<file path="src/rtl/pc_fetch_unit_pkg.sv">
// rtl/pc_fetch_unit_pkg.sv - shared state encoding, PC step and default vectors for the fetch unit.
package pc_fetch_unit_pkg;

  typedef enum logic [1:0] {
    ST_BOOT = 2'd0,
    ST_REQ  = 2'd1,
    ST_WAIT = 2'd2,
    ST_EXEC = 2'd3
  } fetch_state_t;

  localparam logic [31:0] PC_STEP          = 32'd4;
  localparam logic [31:0] DEFAULT_RESET_PC = 32'h0000_0000;
  localparam logic [31:0] DEFAULT_TRAP_VEC = 32'h0000_0080;

  // Word-scaled, sign-extended branch displacement.
  function automatic logic [31:0] branch_offset(input logic [15:0] imm16);
    return {{14{imm16[15]}}, imm16, 2'b00};
  endfunction

endpackage

</file>
<file path="src/rtl/pc_fetch_unit_target_calc.sv">
// rtl/pc_fetch_unit_target_calc.sv - combinational next-PC candidates (sequential, branch, jump).
module pc_fetch_unit_target_calc
  import pc_fetch_unit_pkg::*;
(
  input  logic [31:0] i_pc,
  input  logic [15:0] i_imm16,
  input  logic [25:0] i_jtarget,
  output logic [31:0] o_pc_inc,
  output logic [31:0] o_pc_equal,
  output logic [31:0] o_pc_jump
);

  assign o_pc_inc   = i_pc + PC_STEP;
  assign o_pc_equal = o_pc_inc + branch_offset(i_imm16);
  assign o_pc_jump  = {o_pc_inc[31:28], i_jtarget, 2'b00};

endmodule

</file>
<file path="src/rtl/pc_fetch_unit.sv">
// rtl/pc_fetch_unit.sv - PC register and req/ack fetch sequencer; PC_ALIGN_CHECK_EN adds
// misaligned-next_pc trapping and the o_align_err pulse.
module pc_fetch_unit
  import pc_fetch_unit_pkg::*;
#(
  parameter logic [31:0] RESET_PC = DEFAULT_RESET_PC,
  parameter logic [31:0] TRAP_VEC = DEFAULT_TRAP_VEC
) (
  input  logic        i_clk,
  input  logic        i_rst_n,
  input  logic [31:0] i_next_pc,
  input  logic        i_stall,
  input  logic [15:0] i_imm16,
  input  logic [25:0] i_jtarget,
  output logic        o_imem_req,
  output logic [31:0] o_imem_addr,
  input  logic        i_imem_ack,
  input  logic [31:0] i_imem_rdata,
  output logic [31:0] o_instr,
  output logic        o_instr_valid,
  output logic [31:0] o_pc,
  output logic [31:0] o_pc_inc,
  output logic [31:0] o_pc_equal,
`ifdef PC_ALIGN_CHECK_EN
  output logic        o_align_err,
`endif
  output logic [31:0] o_pc_jump
);

  fetch_state_t r_state;
  fetch_state_t w_state_nxt;
  logic [31:0]  r_pc;
  logic [31:0]  r_instr;
  logic         r_instr_valid;
  logic         w_capture;
  logic         w_pc_load;
  logic         w_imem_req;
  logic [31:0]  w_pc_nxt;

`ifdef PC_ALIGN_CHECK_EN
  logic r_align_err;
  logic w_misaligned;

  assign w_misaligned = (i_next_pc[1:0] != 2'b00);
  assign w_pc_nxt     = w_misaligned ? TRAP_VEC : {i_next_pc[31:2], 2'b00};
  assign o_align_err  = r_align_err;

  always_ff @(posedge i_clk or negedge i_rst_n) begin
    if (!i_rst_n) begin
      r_align_err <= 1'b0;
    end else begin
      r_align_err <= w_pc_load & w_misaligned;
    end
  end
`else
  logic w_unused_align;

  // Low next_pc bits are dropped, so the trap vector has no role in this build.
  assign w_unused_align = ^{i_next_pc[1:0], TRAP_VEC};
  assign w_pc_nxt       = {i_next_pc[31:2], 2'b00};
`endif

  always_comb begin
    w_state_nxt = r_state;
    w_capture   = 1'b0;
    w_pc_load   = 1'b0;
    w_imem_req  = 1'b0;
    case (r_state)
      ST_BOOT: w_state_nxt = ST_REQ;
      ST_REQ: begin
        w_imem_req = 1'b1;
        if (i_imem_ack) begin
          w_capture   = 1'b1;
          w_state_nxt = ST_EXEC;
        end else begin
          w_state_nxt = ST_WAIT;
        end
      end
      ST_WAIT: begin
        w_imem_req = 1'b1;
        if (i_imem_ack) begin
          w_capture   = 1'b1;
          w_state_nxt = ST_EXEC;
        end
      end
      ST_EXEC: begin
        if (!i_stall) begin
          w_pc_load   = 1'b1;
          w_state_nxt = ST_REQ;
        end
      end
      default: w_state_nxt = ST_BOOT;
    endcase
  end

  always_ff @(posedge i_clk or negedge i_rst_n) begin
    if (!i_rst_n) begin
      r_state       <= ST_BOOT;
      r_pc          <= RESET_PC;
      r_instr       <= 32'h0000_0000;
      r_instr_valid <= 1'b0;
    end else begin
      r_state <= w_state_nxt;
      if (w_capture) begin
        r_instr       <= i_imem_rdata;
        r_instr_valid <= 1'b1;
      end
      if (w_pc_load) begin
        r_pc          <= w_pc_nxt;
        r_instr_valid <= 1'b0;
      end
    end
  end

  // Request is decoded from state so reset drops it without waiting for a clock.
  assign o_imem_req    = w_imem_req;
  assign o_imem_addr   = r_pc;
  assign o_pc          = r_pc;
  assign o_instr       = r_instr;
  assign o_instr_valid = r_instr_valid;

  pc_fetch_unit_target_calc u_target_calc (
    .i_pc       (r_pc),
    .i_imm16    (i_imm16),
    .i_jtarget  (i_jtarget),
    .o_pc_inc   (o_pc_inc),
    .o_pc_equal (o_pc_equal),
    .o_pc_jump  (o_pc_jump)
  );

endmodule

</file>
<file path="config.mk">
export PLATFORM = sky130hd
export DESIGN_NAME = pc_fetch_unit
export DESIGN_NICKNAME = d
export VERILOG_FILES = /design/src/rtl/pc_fetch_unit_pkg.sv /design/src/rtl/pc_fetch_unit_target_calc.sv /design/src/rtl/pc_fetch_unit.sv
export SDC_FILE = /design/constraint.sdc
export NUM_CORES = 1
export LEC_CHECK = 0
export ABC_AREA = 1
export CORE_MARGIN = 2
export CORE_UTILIZATION = 41
export CTS_CLUSTER_DIAMETER = 30
export DETAILED_ROUTE_END_ITERATION = 10
export GPL_ROUTABILITY_DRIVEN = 0
export PLACE_DENSITY = 0.79
export REMOVE_ABC_BUFFERS = 1
export SYNTH_ARGS = -nofsm -noshare
export SYNTH_HDL_FRONTEND = slang
export SYNTH_SLANG_ARGS = --single-unit
</file>
<file path="constraint.sdc">
create_clock -name i_clk -period 3.4 [get_ports i_clk]
set_clock_uncertainty 0.05 [all_clocks]
set_input_delay 0.68 -clock i_clk [delete_from_list [all_inputs] [get_ports i_clk]]
set_output_delay 0.68 -clock i_clk [all_outputs]
set_load 0.01 [all_outputs]
</file>
==> results.sh <==
export IMPL_status="complete, but fails checks"
export IMPL_violations="setup timing"
export IMPL_yosys_area_top_type_share_pct=28.4
export IMPL_first_global_vias=7229
export IMPL_final_seq_area_um2=1630
export IMPL_wl_met2_mm=12.8
export IMPL_synth_cells=797
export IMPL_min_period_ps=3880
export IMPL_synth_area_um2=5730
export IMPL_die_w_um=122
export IMPL_cts_inserted_buffers=9
export IMPL_worst_ir_drop_vdd_uv=685
export IMPL_synth_top_family_by_area="simple AND/OR/NAND/NOR gates"
export IMPL_crit_chain="ha_1 > inv_2 > nor3_4 > nand3_2 > buf_4 > xor2_2 > inv_2 > ha_4 > nand2_1 > nand2_1 > o21bai_2 > o21bai_2 > inv_1 > nand2_1 > xor2_1 > buf_2"
export IMPL_cp_end_kind="output port"
export IMPL_critPathMaxStageDelay_ps=420
export IMPL_vias=7221
export IMPL_post_dp_hpwl_mm=16.2
export IMPL_async_flop_share_pct=100
export IMPL_clock_latency_ps=330
export IMPL_dr_wl_met3_mm=2.80
export IMPL_wire_per_inst_um=19.0
export IMPL_path_max_fanout=4
export IMPL_min_path_type="input pin to async pin"
export IMPL_grt_pass1_wl_mm=35.5
export IMPL_instances_no_fill=1378
export IMPL_yosysMostFrequentCell="nand2_1"
export IMPL_synth_largest_area_cell="dfrtp_1"
export IMPL_avgSynthCellArea_um2=7.19
export IMPL_synth_simple_area_share_pct=29.0
export IMPL_path_class="flop to output port"
export IMPL_wl_met1_mm=8.69
export IMPL_overflow=0
export IMPL_finalSetupViolCount=21
export IMPL_synth_adder_area_share_pct=8.21
export IMPL_fillers=854
export IMPL_synth_seq_cells=65
export IMPL_rows=43
export IMPL_die_y_um=122
export IMPL_cp_required_ps=2670
export IMPL_rsz0062_at_grt="yes"
export IMPL_synth_edf_count=0
export IMPL_initial_utilization_pct=41.6
export IMPL_hold_violations=0
export IMPL_power_total_w=0.0116
export IMPL_drt_iter0_markers=550
export IMPL_synth_compound_area_share_pct=5.50
export IMPL_cts_tree="done"
export IMPL_coreArea_um2=13800
export IMPL_synth_commonest_cells="262 x nand2_1, 91 x inv_1, 70 x buf_4"
export IMPL_r2r_cells=6
export IMPL_nets=1340
export IMPL_critPathMostFrequentCell="nand2_1"
export IMPL_p_per_area_nw_per_um2=1060
export IMPL_clock_root_buffer="clkbuf_16"
export IMPL_timing_final_crit_share_pct=114
export IMPL_cts_clk_slew_worst_paths_ps=60
export IMPL_place_inst=1307
export IMPL_synth_area_leaders="dfrtp_1 28%, nand2_1 17%, buf_4 9.2%"
export IMPL_critPathLaunchType="flop"
export IMPL_maxCapViolCount=0
export IMPL_yosys_most_used_dff="dfrtp_1"
export IMPL_io_pins=304
export IMPL_critPathSlowestCell="dfrtp_1"
export IMPL_grt_max_degree=40
export IMPL_vias_per_cell=5.24
export IMPL_finalMaxSlewViolations=0
export IMPL_htreeDepth=3
export IMPL_grtUsageTotal_pct=30.7
export IMPL_final_layout_size_suffix_gt1_share_pct=42.5
export IMPL_diodes=0
export IMPL_area_growth_pct=91.7
export IMPL_p_leak_nw=5.37
export IMPL_synth_xor_area_share_pct=6.57
export IMPL_synthMuxAreaShare_pct=6.29
export IMPL_routed_wl_mm=26.2
export IMPL_cts_buffer_depth=2
export IMPL_drc=0
export IMPL_numPortBuffers=239
export IMPL_maxSlewHeadroom_pct=51.9
export IMPL_postCtsHoldBufs=0
export IMPL_ys_warnings_count=0
export IMPL_drt_pass1_iter_count=7
export IMPL_setup_slack_ps=-479
export IMPL_max_freq_mhz=258
export IMPL_multi_input_area_um2=4440
export IMPL_dieArea_um2=14900
export IMPL_critPathArrivalTime_ps=3150
export IMPL_cts_sink_count=65
export IMPL_ys_types=36
export IMPL_antenna_found_initial=0
export IMPL_yosysSeqAreaShare_pct=28.4
export IMPL_postRouteAntennaNets=0
export IMPL_worstMarginPinSlew_ps=721
export IMPL_top_layer="met5"
[cells by family after synthesis]
group | Yosys count
compound gates | 58
xor+xnor | 43
fa+ha+maj | 37
buf+inv | 172
flops | 65
mux | 32
other cells | 1
simple gates | 389
[power by group]
part / total, W / switching [W] / internal [W] / leakage [nW]
combinational: 0.00907 / 0.00442 / 0.00464 / 4.42
clock: 0.00106 / 0.000346 / 0.000715 / 0.162
sequential: 0.00148 / 0.000311 / 0.00117 / 0.780
[routing by layer]
metal  track usage [%]  vias to the layer above
met5              4.86                        -
met3              11.3                      170
met1              31.3                     3333
met2              54.2                      489
li1                  -                     3227
met4              16.0                        2
[worst max-delay path: cells and delay by family, from the launching register on]
kind,cells,cell delay [ps]
AND/OR/NAND/NOR,5,530
XOR/XNOR,2,430
AO/OA/AOI/OAI,2,450
adder cells (fa/ha/maj),2,420
flip-flops,1,420
buffers and inverters,5,560
[state kept, by name, indices dropped and copies added (netlist names)]
| name | cells |
|---|---|
| o_imem_addr | 30 |
| o_instr | 32 |
| o_instr_valid | 1 |
| r_state | 2 |
[final timing paths]
kind | startpoint | slack [ps] | to
min in group i_clk | o_instr[10]$_DFFE_PN0P_ | 450 | o_instr[10]$_DFFE_PN0P_
hold / removal | i_rst_n | 310 | o_instr[7]$_DFFE_PN0P_
hold reg to reg | o_instr[10]$_DFFE_PN0P_ | 450 | o_instr[10]$_DFFE_PN0P_
setup reg to reg | r_state[0]$_DFFE_PN0P_ | 1580 | o_instr[11]$_DFFE_PN0P_
max in group asynchronous | i_rst_n | 2600 | o_imem_addr[11]$_DFFE_PN0P_
setup / recovery | o_imem_addr[2]$_DFFE_PN0P_ | -480 | o_pc_equal[17]
[placed cells by master, fill, tap and decap left out, types with 22 or more instances in the layout]
| master | netlist | layout |
|---|---|---|
| buf_4 | 70 | 203 |
| clkdlybuf4s50_1 | 0 | 209 |
| dfrtp_1 | 65 | 63 |
| ha_4 | 0 | 25 |
| inv_1 | 91 | 70 |
| inv_2 | 2 | 22 |
| mux2_2 | 32 | 32 |
| nand2_1 | 262 | 203 |
| nand2_2 | 7 | 52 |
| nand3_1 | 34 | 23 |
| nor2_1 | 54 | 28 |
[per-stage QoR]
stage | utilization (%) | setup WS [ps] | setup TNS (ps) | instance area (um2) | hold WS, ps
2_1_floorplan | - | 83.7 | 0 | 5200 | 334
3_5_place_dp | 65.6 | -492 | -9190 | 9030 | 444
5_1_grt | 79.7 | -627 | -9680 | 11000 | 358
6_report | 79.7 | -479 | -6760 | 11000 | 312
4_1_cts | 75.6 | -261 | -3050 | 10400 | 319
3_3_place_gp | 65.6 | -435 | -7490 | 9030 | 437
[cell type report]
cell class | count | share of cell area (%)
clock inverters | 7 | 1.08
inverters | 93 | 3.20
multi-input cells | 569 | 40.4
flip-flops and latches | 65 | 14.8
well taps | 180 | 2.05
clock buffers | 9 | 2.05
repair buffers | 455 | 36.4
[repair_timing]
item / in CTS / in global routing
pin swaps: 64 / 53
gates resized for setup: 267 / 105
setup endpoints to repair: 25 / 29
setup buffers: 28 / 28
Power figures use the tool's default switching activity.
